<file path="config.mk">
export PLATFORM = sky130hd
export DESIGN_NAME = fft_reorder_buffer
export DESIGN_NICKNAME = d
export VERILOG_FILES = /design/src/rtl/fft_reorder_buffer.sv
export SDC_FILE = /design/constraint.sdc
export NUM_CORES = 1
export LEC_CHECK = 0
export ABC_AREA = 1
export CORE_MARGIN = 2
export CORE_UTILIZATION = 35
export DETAILED_ROUTE_END_ITERATION = 8
export PLACE_DENSITY_LB_ADDON = 0.12
export SLEW_MARGIN = 20
export SYNTH_ARGS = -nofsm -noshare
export SYNTH_HDL_FRONTEND = slang
export SYNTH_SLANG_ARGS = --single-unit
</file>
<file path="constraint.sdc">
create_clock -name clk_i -period 7.8 [get_ports clk_i]
set_clock_uncertainty 0.2 [all_clocks]
set_input_delay 1.17 -clock clk_i [delete_from_list [all_inputs] [get_ports clk_i]]
set_output_delay 1.17 -clock clk_i [all_outputs]
set_load 0.05 [all_outputs]
</file>
<file path="src/rtl/fft_reorder_buffer.sv">
// Collects bit-reversed 8-bin FFT frames into ping-pong flop banks and replays
// each frame in natural frequency order over a valid/ready stream.
module fft_reorder_buffer #(
    parameter int DATA_W = 50,
    parameter int N_PTS  = 8,
    localparam int IDX_W = $clog2(N_PTS)
) (
    input  logic              clk_i,
    input  logic              rst_i,
    input  logic [DATA_W-1:0] bin_i,
    input  logic [IDX_W-1:0]  bin_idx_i,
    input  logic              bin_valid_i,
    output logic [DATA_W-1:0] bin_o,
    output logic [IDX_W-1:0]  bin_num_o,
    output logic              bin_valid_o,
    input  logic              bin_ready_i,
    output logic              frame_last_o,
    output logic              overflow_o,
    output logic              sync_err_o
);

    localparam logic [IDX_W-1:0] LAST_IDX = IDX_W'(N_PTS - 1);
    localparam logic [IDX_W-1:0] ONE_IDX  = IDX_W'(1);

    typedef enum logic [1:0] {
        S_IDLE = 2'd0,
        S_FILL = 2'd1,
        S_DROP = 2'd2
    } wr_state_t;

    function automatic logic [IDX_W-1:0] bitrev(input logic [IDX_W-1:0] idx);
        logic [IDX_W-1:0] r;
        for (int i = 0; i < IDX_W; i++) begin
            r[i] = idx[IDX_W-1-i];
        end
        return r;
    endfunction

    wr_state_t         state_q, state_d;
    logic [1:0]        full_q, full_d;
    logic              wr_bank_q, wr_bank_d;
    logic              rd_bank_q, rd_bank_d;
    logic [IDX_W-1:0]  wr_cnt_q, wr_cnt_d;
    logic [IDX_W-1:0]  rd_ptr_q, rd_ptr_d;
    logic              overflow_q, overflow_d;
    logic              sync_err_q, sync_err_d;
    logic [DATA_W-1:0] bank_q [2][N_PTS];
    logic [DATA_W-1:0] bank_d [2][N_PTS];

    logic              transfer_s;
    logic              free_s;
    logic              idx0_s;
    logic              we_s;

    // Read-side advance, write-state FSM and bank write selection
    always_comb begin
        state_d    = state_q;
        full_d     = full_q;
        wr_bank_d  = wr_bank_q;
        rd_bank_d  = rd_bank_q;
        wr_cnt_d   = wr_cnt_q;
        rd_ptr_d   = rd_ptr_q;
        overflow_d = overflow_q;
        sync_err_d = sync_err_q;
        bank_d     = bank_q;
        we_s       = 1'b0;

        transfer_s = full_q[rd_bank_q] & bin_ready_i;
        if (transfer_s) begin
            rd_ptr_d = rd_ptr_q + ONE_IDX;
            if (rd_ptr_q == LAST_IDX) begin
                full_d[rd_bank_q] = 1'b0;
                rd_bank_d         = ~rd_bank_q;
            end else begin
                rd_bank_d = rd_bank_q;
            end
        end else begin
            rd_ptr_d = rd_ptr_q;
        end

        // Free check sees the release above, so a same-cycle start into the bank wins.
        free_s = ~full_d[wr_bank_q];
        idx0_s = bin_valid_i & (bin_idx_i == '0);

        case (state_q)
            S_FILL: begin
                if (bin_valid_i) begin
                    if (bin_idx_i == wr_cnt_q) begin
                        we_s = 1'b1;
                        if (wr_cnt_q == LAST_IDX) begin
                            full_d[wr_bank_q] = 1'b1;
                            wr_bank_d         = ~wr_bank_q;
                            wr_cnt_d          = '0;
                            state_d           = S_IDLE;
                        end else begin
                            wr_cnt_d = wr_cnt_q + ONE_IDX;
                        end
                    end else begin
                        sync_err_d = 1'b1;
                        if (idx0_s) begin
                            we_s     = 1'b1;
                            wr_cnt_d = ONE_IDX;
                        end else begin
                            wr_cnt_d = '0;
                            state_d  = S_DROP;
                        end
                    end
                end else begin
                    state_d = S_FILL;
                end
            end
            S_IDLE, S_DROP: begin
                if (idx0_s) begin
                    if (free_s) begin
                        we_s     = 1'b1;
                        wr_cnt_d = ONE_IDX;
                        state_d  = S_FILL;
                    end else begin
                        overflow_d = 1'b1;
                        state_d    = S_DROP;
                    end
                end else if (bin_valid_i && (state_q == S_IDLE)) begin
                    sync_err_d = 1'b1;
                end else begin
                    state_d = state_q;
                end
            end
            default: begin
                state_d  = S_IDLE;
                wr_cnt_d = '0;
            end
        endcase

        if (we_s) begin
            bank_d[wr_bank_q][bitrev(bin_idx_i)] = bin_i;
        end else begin
            bank_d = bank_q;
        end
    end

    // Control and sticky-flag registers
    always_ff @(posedge clk_i) begin
        if (rst_i) begin
            state_q    <= S_IDLE;
            full_q     <= 2'b00;
            wr_bank_q  <= 1'b0;
            rd_bank_q  <= 1'b0;
            wr_cnt_q   <= '0;
            rd_ptr_q   <= '0;
            overflow_q <= 1'b0;
            sync_err_q <= 1'b0;
        end else begin
            state_q    <= state_d;
            full_q     <= full_d;
            wr_bank_q  <= wr_bank_d;
            rd_bank_q  <= rd_bank_d;
            wr_cnt_q   <= wr_cnt_d;
            rd_ptr_q   <= rd_ptr_d;
            overflow_q <= overflow_d;
            sync_err_q <= sync_err_d;
        end
    end

    // Bank storage; contents are qualified by full_q so they need no reset
    always_ff @(posedge clk_i) begin
        bank_q <= bank_d;
    end

    // Output stream taken straight from the registered read-side state
    always_comb begin
        bin_valid_o = full_q[rd_bank_q];
        bin_num_o   = rd_ptr_q;
        overflow_o  = overflow_q;
        sync_err_o  = sync_err_q;
        if (bin_valid_o) begin
            bin_o        = bank_q[rd_bank_q][rd_ptr_q];
            frame_last_o = (rd_ptr_q == LAST_IDX);
        end else begin
            bin_o        = '0;
            frame_last_o = 1'b0;
        end
    end

endmodule

</file>
### After elaboration in Yosys (flattened, before gate mapping)

Index checks and enable logic that the tools add are counted.

| storage, ports and cells | value |
|---|---|
| input port bits | 57 |
| output and inout bits | 57 |
| register bits after elaboration | 814 |

| cells by class | value |
|---|---|
| order comparisons | 10 |
| $add $sub $neg | 2 |
| eq/ne operators | 13 |
| reductions and logical operators | 15 |
| bitwise operators | 11 |
| mux-type cells | 52 |

Operators with widths:

| cell | count |
|---|---|
| two-way mux 400 bit | 4 |
| bitwise mux 800 bit | 1 |
| demux 400 bit (select 1 bit) | 1 |
| two-way mux 50 bit | 4 |
| binary-select mux 50 bit (select 3 bit) | 1 |
| demux 50 bit (select 3 bit) | 1 |
| two-way mux 2 bit | 12 |
| two-way mux 1 bit | 17 |
| two-way mux 3 bit | 5 |
| != test 2 bit, second input constant | 6 |
| AND reduction 3 bit | 3 |
| >= comparator 4 bit, second input constant | 2 |
| != test 4 bit, second input constant | 2 |
| NOT 3 -> 4 bit | 2 |
| adder 3 x 1 -> 3 bit, second input constant | 2 |
| equality test 3 bit, second input constant | 2 |
| one-hot mux 3 bit (2 select lines) | 1 |
| logical AND 1 bit | 5 |
| AND reduction 5 bit | 1 |
| >= comparator 2 bit, second input constant | 2 |
| less-than comparator 1 x 2 -> 1 bit, second input constant | 2 |
| less-than comparator 4 x 1 -> 1 bit, second input constant | 1 |
| NOT 1 -> 2 bit | 2 |
| one-hot mux 1 bit (2 select lines) | 2 |
| 18 further kinds | 22 |

### Depth between registers and ports, before layout

| logic depth | value |
|---|---|
| depth after elaboration | 13 |
| depth in mapped cells | 11 |
| mapped depth without buffers | 10 |

### Worst setup path after synthesis

OpenSTA, ideal clock, no wires.

| timing path | value |
|---|---|
| path kind | input to register |
| from | in bin_idx_i[1] |
| to | reg bank_q[0] in the netlist's numbering (enable) |
| data required time | 7.142 ns |
| buffers on the path | 0 |
| setup slack | 3.081 ns |
| stages | 9 |
| arrival time | 4.061 ns |
| cell sequence | nor2_1 -> nand2_1 -> nor2_2 -> inv_1 -> nand2_1 -> nand2_1 -> o21ai_1 -> nand2_1 -> nor2_1 |

| between the ends | value |
|---|---|
| longest elaborated chain between the ends | 6 |

RTL lines:

| item | line | source |
|---|---|---|
| from (decl) | 11 | `input logic [IDX_W-1:0] bin_idx_i,` |
| zero test 3 bit | 83 | `idx0_s = bin_valid_i & (bin_idx_i == '0);` |
| bitwise AND 1 bit | 83 |  |
| two-way mux 1 bit | 100 | `if (idx0_s) begin` |
| two-way mux 1 bit | 88 | `if (bin_idx_i == wr_cnt_q) begin` |
| two-way mux 1 bit | 87 | `if (bin_valid_i) begin` |
| one-hot mux 1 bit (2 select lines) * | 85 | `case (state_q)` |
| to (signal assigned) | 166 | `bank_q <= bank_d;` |
| to (decl) | 47 | `logic [DATA_W-1:0] bank_q [2][N_PTS];` |

Every way passes the cells marked *; elsewhere a longest branch is shown, timed or not.
A chain may end at the register's enable or synchronous reset.

### Worst setup path after layout

| timing path | value |
|---|---|
| from | reg rd_bank_q |
| to | out bin_o[31] |

| between the ends | value |
|---|---|
| longest elaborated chain between the ends | 8 |

RTL lines:

| item | line | source |
|---|---|---|
| from (decl) | 42 | `logic rd_bank_q, rd_bank_d;` |
| from (signal assigned) | 156 | `rd_bank_q <= rd_bank_d;` |
| NOT 1 -> 2 bit (implied by the code) | 176 | `bin_o = bank_q[rd_bank_q][rd_ptr_q];` |
| two-way mux 400 bit (implied by the code) (3 in a row) | 176 |  |
| binary-select mux 50 bit (select 3 bit) | 176 |  |
| two-way mux 50 bit (implied by the code) (2 in a row) | 176 |  |
| two-way mux 50 bit * | 175 | `if (bin_valid_o) begin` |
| to (decl) | 13 | `output logic [DATA_W-1:0] bin_o,` |

Every way passes the cells marked *; elsewhere a longest branch is shown, timed or not. The select of a mux whose other input is x is not followed.

==> PnR_summary.wiki <==
{| class="wikitable"
! Metric !! Value
|-
| Avg Synthesized Cell Area || 13.0 um^2
|-
| Post-route standard cell area excluding fillers || 37300 um^2
|-
| Class of the most critical hold timing path || register to register
|-
| Starting DRT DRC Count || around 1600
|-
| Syn_nets || around 2500
|-
| Synth-to-layout area growth || 15.4%
|-
| Cell chain of the critical path || buf_4 > buf_12 > o21ai_0 > o211ai_1 > nand3_1 > a21oi_1 > clkdlybuf4s50_1
|-
| IR Drop Worst-Case VDD || around 160 uV
|-
| Worst Setup Slack, final || 1.52 ns
|-
| Global placer's final weighted congestion || 0.708
|-
| Top area cells in the synthesized netlist || sky130_fd_sc_hd__edfxtp_1 (74%), sky130_fd_sc_hd__nor2_1 (7.3%), sky130_fd_sc_hd__o21ai_0 (4.8%)
|-
| Top-level I/O count || 114
|-
| Number of buffers added to fix hold violations after cts || 0
|-
| Via count of the first global-routing pass || around 20000
|-
| Number of vias in the routed layout || 19875
|-
| Path depth of the worst reg2reg path || 10
|-
| DP HPWL || 42800 um
|-
| Kind of cell with the highest combined delay on the critical path || buffers and inverters
|-
| Clock network latency to the later pin of the worst-skew pair || 0.62 ns
|-
| Placeable core region || 91500 um^2
|-
| # Max-Cap Violations || 0
|-
| Post-Place Worst Slack || 2.30 ns
|-
| Grt ovf || 0
|-
| WP data arrival || 4.91 ns
|-
| Post-synthesis cell type with the largest combined area || sky130_fd_sc_hd__edfxtp_1
|-
| Worst hold path cell count || 2
|-
| Die outline width || around 310 um
|-
| Clock tree from TritonCTS || yes
|-
| Critical-path cell with the highest stage delay || sky130_fd_sc_hd__clkdlybuf4s50_1
|-
| H-tree depth || 3
|-
| Die height || 308 um
|-
| Unrepaired setup endpoints after global routing || false
|-
| Crit end category || primary output
|-
| Design Power || 0.00894 W
|-
| Buffer type at the clock tree root || sky130_fd_sc_hd__clkbuf_16
|-
| Maximum buffer depth of the clock tree || 3
|-
| Total cell area at the placement stage || approximately 35000 um^2
|-
| Worst max-slew margin expressed relative to the limit || 0.194
|-
| Number of buffer and inverter instances along the worst setup path || 3
|-
| Critical Path RT || between 6 and 7 ns
|-
| Dominant cell by count in the synthesized netlist || sky130_fd_sc_hd__edfxtp_1
|-
| Mapped Area || 32300 um^2
|-
| Total Nets Final || ~2600
|-
| Final ANT Viol Nets || 0
|-
| Mean routed wirelength per cell || 23.1 um
|-
| Rows || around 110
|-
| Share of synthesized area occupied by flip-flops and latches || 0.752
|-
| Number of buffers added on ports || 113
|-
| Number of gates resized after CTS || 0
|-
| DRT Wirelength || 88000 um
|-
| Worst setup path class || register to primary output
|-
| Final-layout setup total negative slack || 0 ns
|-
| Total Die Area || 94800 um^2
|-
| Path length in cells of the critical path || 7
|-
| TritonCTS Sinks || 814
|-
| Time the worst path needs with I/O delays and setup || 6.28 ns
|-
| Status || complete, no violations
|-
| Initial core utilization || 0.353
|-
| Pleak || about 12 nW
|-
| Dominant synthesized flop cell || sky130_fd_sc_hd__edfxtp_1
|-
| Cell variety after synth || 25
|-
| Count of yosys warnings during synthesis || 0
|-
| Post-route clock period utilization || 0.806
|-
| Top cells by count, synth || sky130_fd_sc_hd__edfxtp_1 (800), sky130_fd_sc_hd__nor2_1 (632), sky130_fd_sc_hd__o21ai_0 (310), sky130_fd_sc_hd__o211ai_1 (200), sky130_fd_sc_hd__nand3_1 (116)
|-
| GRT Total Usage || 0.185
|-
| Power density over the cells || 240 nW/um^2
|-
| Detailed-router iteration count before antenna repair || 5
|-
| Global-route wire length before repair || 130000 um
|-
| Largest stage delay, worst path || 0.89 ns
|-
| FFs w/ async S/R, synth || 0
|-
| Max Clk Rate || 159 MHz
|-
| Total of flip-flops plus latches after synthesis || 814
|-
| Worst hold slack across all endpoints || 0.252 ns
|-
| Count of buffers added by post-CTS timing repair for setup || 0
|-
| Vias per inst || 5.21
|-
| Startpoint class of the critical path || register
|-
| Slew Viols, Final || 0
|-
| Layout cell share with drive strength beyond 1 || 0.0735
|-
| CTS buffer count || 90
|-
| Post-synth EDFFs || 800
|-
| Pin count of the biggest net entering global routing || 221
|-
| Share of the synthesized area in the top cell type || 0.743
|-
| Post-Synthesis Cells || 2482
|-
| Clock transition at the registers of the reported paths || 0.06 ns
|-
| Number of fill cells || 8406
|-
| Antenna violations before repair || 4
|-
| Worst Tran Pin Value || 1.21 ns
|-
| Detailed-route DRC error count || 0
|-
| Final-report setup violation count || 0
|-
| Final hold violation count || 0
|-
| Max Fanout on Critical Path || between 200 and 250
|}
## cell usage in the layout, fill, tap and decap left out, types with 24 or more instances in the layout
| cell | synthesis | final |
|---|---|---|
| sky130_fd_sc_hd__nor2_1 | 632 | 616 |
| sky130_fd_sc_hd__edfxtp_1 | 800 | 800 |
| sky130_fd_sc_hd__o21ai_0 | 310 | 310 |
| sky130_fd_sc_hd__a21oi_1 | 62 | 62 |
| sky130_fd_sc_hd__nand3_1 | 116 | 116 |
| sky130_fd_sc_hd__clkbuf_16 | 0 | 92 |
| sky130_fd_sc_hd__clkinv_2 | 1 | 24 |
| sky130_fd_sc_hd__nand2_1 | 40 | 40 |
| sky130_fd_sc_hd__clkdlybuf4s50_1 | 0 | 113 |
| sky130_fd_sc_hd__buf_4 | 8 | 38 |
| sky130_fd_sc_hd__o21ai_1 | 95 | 95 |
| sky130_fd_sc_hd__inv_1 | 26 | 24 |
| sky130_fd_sc_hd__o211ai_1 | 200 | 200 |
## flip-flops by register name, indices dropped and copies added (netlist names)
name	flops
sync_err_o	1
wr_bank_q	1
bin_num_o	3
wr_cnt_q	3
bank_q	800
full_q	2
state_q	2
overflow_o	1
rd_bank_q	1
## final cells by class
cell class / count / area [um^2] / area share
Tap cell: 1186 / 1480 / 0.0398
Timing Repair Buffer: 153 / 1460 / 0.0390
Clock buffer: 115 / 2390 / 0.0640
Clock inverter: 48 / 368 / 0.00986
Sequential cell: 814 / 24300 / 0.652
Multi-Input combinational cell: 1467 / 7160 / 0.192
Antenna cell: 1 / 2.50 / 0.0000671
Inverter: 29 / 126 / 0.00339
## path summary, 6_finish.rpt
kind                             start                       to  slack (ns)
max             rd_bank_q$_SDFFE_PP0P_                bin_o[31]        1.52
min            sync_err_o$_SDFFE_PP0P_  sync_err_o$_SDFFE_PP0P_        0.25
max reg2reg  bin_num_o[0]$_SDFFE_PP0N_    bank_q[397]$_DFFE_PP_        2.67
min reg2reg    sync_err_o$_SDFFE_PP0P_  sync_err_o$_SDFFE_PP0P_        0.25
## worst reg2reg max path: stages (launching register included)
cell	delay [ns]
sky130_fd_sc_hd__dfxtp_4	0.66
sky130_fd_sc_hd__buf_4	0.62
sky130_fd_sc_hd__ha_1	0.33
sky130_fd_sc_hd__ha_1	0.21
sky130_fd_sc_hd__nand4_1	0.16
sky130_fd_sc_hd__nand3_1	0.19
sky130_fd_sc_hd__nand2_1	0.10
sky130_fd_sc_hd__o21ai_1	0.19
sky130_fd_sc_hd__nand2_1	0.47
sky130_fd_sc_hd__nor2_4	0.83
sky130_fd_sc_hd__buf_4	0.74
## power by group
part	leakage (nW)	switching (W)	internal, W
logic	3.08	0.0000895	0.0000346
clock network	1.37	0.00170	0.00230
registers	7.31	0.00000333	0.00481
## kinds of logic (layout without fill, tap and decap cells)
logic type / after synthesis / count (layout) / synth area share
flip-flops: 814 / 814 / 0.752
adder cells (fa/ha/maj): 4 / 4 / 0.00155
other: 0 / 1 / 0
AND/OR/NAND/NOR: 793 / 793 / 0.0969
buffers and inverters: 201 / 345 / 0.0302
AO/OA/AOI/OAI: 670 / 670 / 0.119
## stage by stage
stage,std cells,util
floorplan,2482,-
global placement,3649,0.377
detailed placement,3649,0.377
CTS,3812,0.408
global route,3813,0.408
finish,3813,0.408
## routing by layer
layer	vias up	routed length, um	GRT usage
li1	9310	-	-
met1	10038	39800	0.249
met2	406	42600	0.310
met3	115	3670	0.0283
met4	6	1930	0.0534
met5	-	35	0
Power figures use the tool's default switching activity.
==> edit 1: new RTL, config.mk and constraints unchanged <==
The parameter `DATA_W` goes from 50 to 42.
--- a/src/rtl/fft_reorder_buffer.sv
+++ b/src/rtl/fft_reorder_buffer.sv
@@ -1,7 +1,7 @@
 // Collects bit-reversed 8-bin FFT frames into ping-pong flop banks and replays
 // each frame in natural frequency order over a valid/ready stream.
 module fft_reorder_buffer #(
-    parameter int DATA_W = 50,
+    parameter int DATA_W = 42,
     parameter int N_PTS  = 8,
     localparam int IDX_W = $clog2(N_PTS)
 ) (
Ports: changed (resized bin_i and bin_o); port bits go from 114 to 98. No check against the original RTL was run, so the function may have changed too.
==> edit 1 against the unedited design <==
  * Design area fell by 15%
  * Worst setup slack improved by 0.51 ns
  * Sequential power fell by 16%
  * First-iteration DRC count shrank 2.4%
  * Routed wire length decreased by 16%
  * Power shrank 15%
  * Synthesized area fell by 15%
  * Sequential cell count fell by 128
==> edit 1: results (changes against the unedited design) <==
\begin{tabular}{lr}
\hline
Metric & Value \\
\hline
\multicolumn{2}{l}{\textbf{Layout}} \\
Max reg flops & 672 (was 800) \\
Count of plain and timing-repair buffers in the layout & 127 (was 153) \\
Area occupied by multi-input gates & 6140 µm² (was 7160 µm²) \\
Final-layout non-clock buffer area share & 3.93\% (was 3.90\%) \\
\multicolumn{2}{l}{\textbf{Floorplan}} \\
TAP cells & 1040 (was 1186) \\
\multicolumn{2}{l}{\textbf{Placement}} \\
Number of I/O port buffers & 97 (was 113) \\
Placer's final routability congestion estimate & 0.754 (was 0.708) \\
HPWL after detailed placement & 36.3 mm (was 42.8 mm) \\
\multicolumn{2}{l}{\textbf{Detailed routing}} \\
Amount of wire on met2 after detailed routing & 35.8 mm (was 42.6 mm) \\
Average wire per standard cell & 22.7 µm (was 23.1 µm) \\
Highest metal layer used by the detailed router & met4 (was met5) \\
Starting DRT DRC Count & 1542 (was 1580) \\
Metal-1 WL & 33.4 mm (was 39.8 mm) \\
Met3 wire length & 3.35 mm (was 3.67 mm) \\
Vias after detailed routing & 16985 (was 19875) \\
Aggregate routed wire length & 74.2 mm (was 88.0 mm) \\
\multicolumn{2}{l}{\textbf{Min path}} \\
Hold-critical path endpoint & bin\_num\_o[2] (was sync\_err\_o) \\
\multicolumn{2}{l}{\textbf{Logic synthesis}} \\
Commonest cells in the synthesized netlist & sky130\_fd\_sc\_hd\_\_edfxtp\_1 (672), sky130\_fd\_sc\_hd\_\_nor2\_1 (538), sky130\_fd\_sc\_hd\_\_o21ai\_0 (301) (was sky130\_fd\_sc\_hd\_\_edfxtp\_1 (800), sky130\_fd\_sc\_hd\_\_nor2\_1 (632), sky130\_fd\_sc\_hd\_\_o21ai\_0 (310)) \\
Number of synthesized flops with an enable pin & 672 (was 800) \\
Largest cells by area after synthesis & sky130\_fd\_sc\_hd\_\_edfxtp\_1 (74\%), sky130\_fd\_sc\_hd\_\_nor2\_1 (7.4\%), sky130\_fd\_sc\_hd\_\_o21ai\_0 (5.5\%) (was sky130\_fd\_sc\_hd\_\_edfxtp\_1 (74\%), sky130\_fd\_sc\_hd\_\_nor2\_1 (7.3\%), sky130\_fd\_sc\_hd\_\_o21ai\_0 (4.8\%)) \\
\multicolumn{2}{l}{\textbf{Global routing}} \\
Initial antenna violation count & 2 (was 4) \\
Wire length of the first global-routing pass & 111 mm (was 130 mm) \\
\multicolumn{2}{l}{\textbf{Critical path}} \\
Reg2Reg Capture Point & bank\_q[549] (was bank\_q[397]) \\
\multicolumn{2}{l}{\textbf{Power}} \\
Switching power summed over all nets & 0.00154 W (was 0.00179 W) \\
\multicolumn{2}{l}{\textbf{Timing}} \\
Fin Hold WS & 0.251 ns (was 0.252 ns) \\
\multicolumn{2}{l}{\textbf{Outcome}} \\
Status & finished clean (unchanged) \\
\hline
\end{tabular}
[edit 1: cell count changes after synthesis, moves of 4 or more]
cell | before | now
sky130_fd_sc_hd__o211ai_1 | 200 | 168
sky130_fd_sc_hd__nand3_1 | 116 | 100
sky130_fd_sc_hd__o21ai_1 | 95 | 41
sky130_fd_sc_hd__buf_6 | 21 | 15
sky130_fd_sc_hd__nor2_1 | 632 | 538
sky130_fd_sc_hd__o21ai_0 | 310 | 301
sky130_fd_sc_hd__edfxtp_1 | 800 | 672
sky130_fd_sc_hd__nand2_1 | 40 | 36
sky130_fd_sc_hd__a21oi_1 | 62 | 51
sky130_fd_sc_hd__clkbuf_1 | 98 | 77
[edit 1: kinds of logic (layout without fill, tap and decap cells)]
group	after synthesis	in the layout	share of synthesized area (%)
XOR/XNOR	1	1	0.0321
AO/OA/AOI/OAI	566	566	11.9
buffers and inverters	171	291	3.07
AND/OR/NAND/NOR	681	681	9.88
other	0	2	0
flip-flops	686	686	74.9
adder cells (fa/ha/maj)	4	4	0.183
==> edit 2: new RTL, config.mk and constraints unchanged <==
Made on the original files. The 3 states of `wr_state_t` get a one-hot encoding in 3 bits.
--- a/src/rtl/fft_reorder_buffer.sv
+++ b/src/rtl/fft_reorder_buffer.sv
@@ -22,10 +22,10 @@
     localparam logic [IDX_W-1:0] LAST_IDX = IDX_W'(N_PTS - 1);
     localparam logic [IDX_W-1:0] ONE_IDX  = IDX_W'(1);
 
-    typedef enum logic [1:0] {
-        S_IDLE = 2'd0,
-        S_FILL = 2'd1,
-        S_DROP = 2'd2
+    typedef enum logic [2:0] {
+        S_IDLE = 3'b001,
+        S_FILL = 3'b010,
+        S_DROP = 3'b100
     } wr_state_t;
 
     function automatic logic [IDX_W-1:0] bitrev(input logic [IDX_W-1:0] idx);
Behaviour: same outputs for any inputs over 4 cycles, from zero or initial values and one cycle with rst_i high; so few cycles prove little.
==> edit 2 against the unedited design <==
  * Fmax is 2.7% higher
  * First-iteration DRC count down 15%
  * Non-clock buffer count rose by 2
  * Largest power group unchanged
  * Synthesized area grew 0.31%
  * Power increased by 0.61%
  * Register-to-register slack better by 0.10 ns
  * Hold slack improved by 0.033 ns
  * Design area rose by 0.63%
  * Routed wire length shrank 2.5%
  * Sequential cell count rose by 1
  * Worst setup slack improved by 0.16 ns
==> edit 2: results (changes against the unedited design) <==
\begin{tabular}{lr}
\hline
Metric & Value \\
\hline
\multicolumn{2}{l}{\textbf{Global routing}} \\
Initial antenna violation count & 0 (was 4) \\
Met2 track utilization from global routing & 31.9\% (was 31.0\%) \\
Global-route track usage on met1 & 23.1\% (was 24.9\%) \\
Global routing usage on met3 & 2.45\% (was 2.83\%) \\
Total track usage & 18.1\% (was 18.5\%) \\
Largest net degree at the start of global routing & 223 (was 221) \\
\multicolumn{2}{l}{\textbf{Critical path}} \\
Start point of the critical path & rd\_bank\_q (unchanged) \\
Worst endpoint data arrival time & 4.75 ns (was 4.91 ns) \\
Timing endpoint of the critical path & bin\_o[45] (was bin\_o[31]) \\
Largest fanout on the critical path & 222 (was 220) \\
Reg2Reg Capture Point & bank\_q[523] (was bank\_q[397]) \\
Startpoint of the worst register-to-register path & bin\_num\_o[0] (unchanged) \\
Largest incremental delay on the critical path & 0.87 ns (was 0.89 ns) \\
\multicolumn{2}{l}{\textbf{Logic synthesis}} \\
Number of library cell types mapped by synthesis & 27 (was 25) \\
Commonest cells in the synthesized netlist & sky130\_fd\_sc\_hd\_\_edfxtp\_1 (800), sky130\_fd\_sc\_hd\_\_nor2\_1 (634), sky130\_fd\_sc\_hd\_\_o21ai\_0 (267) (was sky130\_fd\_sc\_hd\_\_edfxtp\_1 (800), sky130\_fd\_sc\_hd\_\_nor2\_1 (632), sky130\_fd\_sc\_hd\_\_o21ai\_0 (310)) \\
Largest cells by area after synthesis & sky130\_fd\_sc\_hd\_\_edfxtp\_1 (74\%), sky130\_fd\_sc\_hd\_\_nor2\_1 (7.3\%), sky130\_fd\_sc\_hd\_\_o211ai\_1 (4.6\%) (was sky130\_fd\_sc\_hd\_\_edfxtp\_1 (74\%), sky130\_fd\_sc\_hd\_\_nor2\_1 (7.3\%), sky130\_fd\_sc\_hd\_\_o21ai\_0 (4.8\%)) \\
Register area share after synthesis & 75.0\% (was 75.2\%) \\
\multicolumn{2}{l}{\textbf{Power}} \\
Leakage power & 11.8 nW (about the same) \\
Worst vdd rail ir drop & 0.156 mV (was 0.162 mV) \\
\multicolumn{2}{l}{\textbf{Detailed routing}} \\
Starting DRT DRC Count & 1349 (was 1580) \\
\multicolumn{2}{l}{\textbf{Layout}} \\
Fraction of final layout cells with drive strength greater than 1 & 6.97\% (was 7.35\%) \\
Ant. Diodes & 0 (was 1) \\
Nets & 2622 (was 2616) \\
\# fillers & 8444 (was 8406) \\
\multicolumn{2}{l}{\textbf{Placement}} \\
Number of I/O port buffers & 113 (unchanged) \\
Placer's final routability congestion estimate & 0.765 (was 0.708) \\
HPWL after detailed placement & 44.3 mm (was 42.8 mm) \\
\multicolumn{2}{l}{\textbf{Timing}} \\
Slew HR & 22.0\% (was 19.4\%) \\
\multicolumn{2}{l}{\textbf{Clocking}} \\
Number of buffers added by the clock tree synthesis step & 87 (was 90) \\
\multicolumn{2}{l}{\textbf{Outcome}} \\
Status & finished clean (unchanged) \\
\hline
\end{tabular}
-- edit 2: cell count changes after synthesis, moves of 5 or more --
cell	change
sky130_fd_sc_hd__inv_1	-5
sky130_fd_sc_hd__nand2_1	-9
sky130_fd_sc_hd__o21ai_0	-43
sky130_fd_sc_hd__o21ai_1	+46
sky130_fd_sc_hd__nand3_1	+5
-- edit 2: layout make-up --
class | instances | area share (%)
clock buffer | 109 | 6.13
clock inverter | 45 | 0.940
inverter | 25 | 0.310
multi-input combinational | 1477 | 19.3
sequential | 815 | 64.8
tap | 1243 | 4.14
timing repair buffer | 155 | 4.35
-- edit 2: metal layers --
layer	wire length (µm)	vias to the layer above
met2	43800	363
li1	-	9344
met1	37200	10231
met5	0	-
met3	2610	124
met4	2120	0
-- edit 2: per-stage QoR --
step | cells | power [W] | setup slack, ns | cell area (µm²) | hold WS [ns]
after floorplan | 2489 | 0.00505 | 3.06 | 32400 | 0.258
after global placement | 3705 | 0.00518 | 2.39 | 34700 | 0.269
after detailed placement | 3714 | 0.00518 | 2.40 | 34900 | 0.273
after CTS | 3868 | 0.00909 | 1.74 | 37500 | 0.286
after global routing | 3869 | 0.00928 | 1.47 | 37500 | 0.317
final | 3869 | 0.00899 | 1.68 | 37500 | 0.284
-- edit 2: logic make-up (layout without fill, tap and decap cells) --
| group | after synthesis | in the layout | synth area share [%] |
|---|---|---|---|
| flip-flops | 815 | 815 | 75.0 |
| AO/OA/AOI/OAI | 674 | 674 | 12.0 |
| buffers and inverters | 197 | 334 | 3.02 |
| XOR/XNOR | 1 | 1 | 0.0270 |
| AND/OR/NAND/NOR | 798 | 798 | 9.82 |
| adder cells (fa/ha/maj) | 4 | 4 | 0.154 |
-- edit 2: worst min-delay path by stage --
stage	startpoint	end	depth (start not counted)
5_1_grt	sync_err_o	sync_err_o	2
3_5_place_dp	sync_err_o	sync_err_o	2
2_1_floorplan	state_q[0]	state_q[0]	2
4_1_cts	sync_err_o	sync_err_o	2
6_report	sync_err_o	sync_err_o	2
3_3_place_gp	sync_err_o	sync_err_o	2
-- edit 2: where the power goes --
part | internal, W | leakage, nW | total (W) | switching (W)
sequential | 0.00484 | 7.32 | 0.00485 | 0.0000121
combinational | 0.0000726 | 3.16 | 0.000239 | 0.000167
clock | 0.00225 | 1.29 | 0.00390 | 0.00165
total | 0.00716 | 11.8 | 0.00899 | 0.00183
-- edit 2: critical path, delay by kind of cell (launching register included) --
family	cells	cell delay, ns
AO/OA/AOI/OAI	3	0.78
buffers and inverters	3	2.39
flip-flops	1	0.46
AND/OR/NAND/NOR	1	0.12
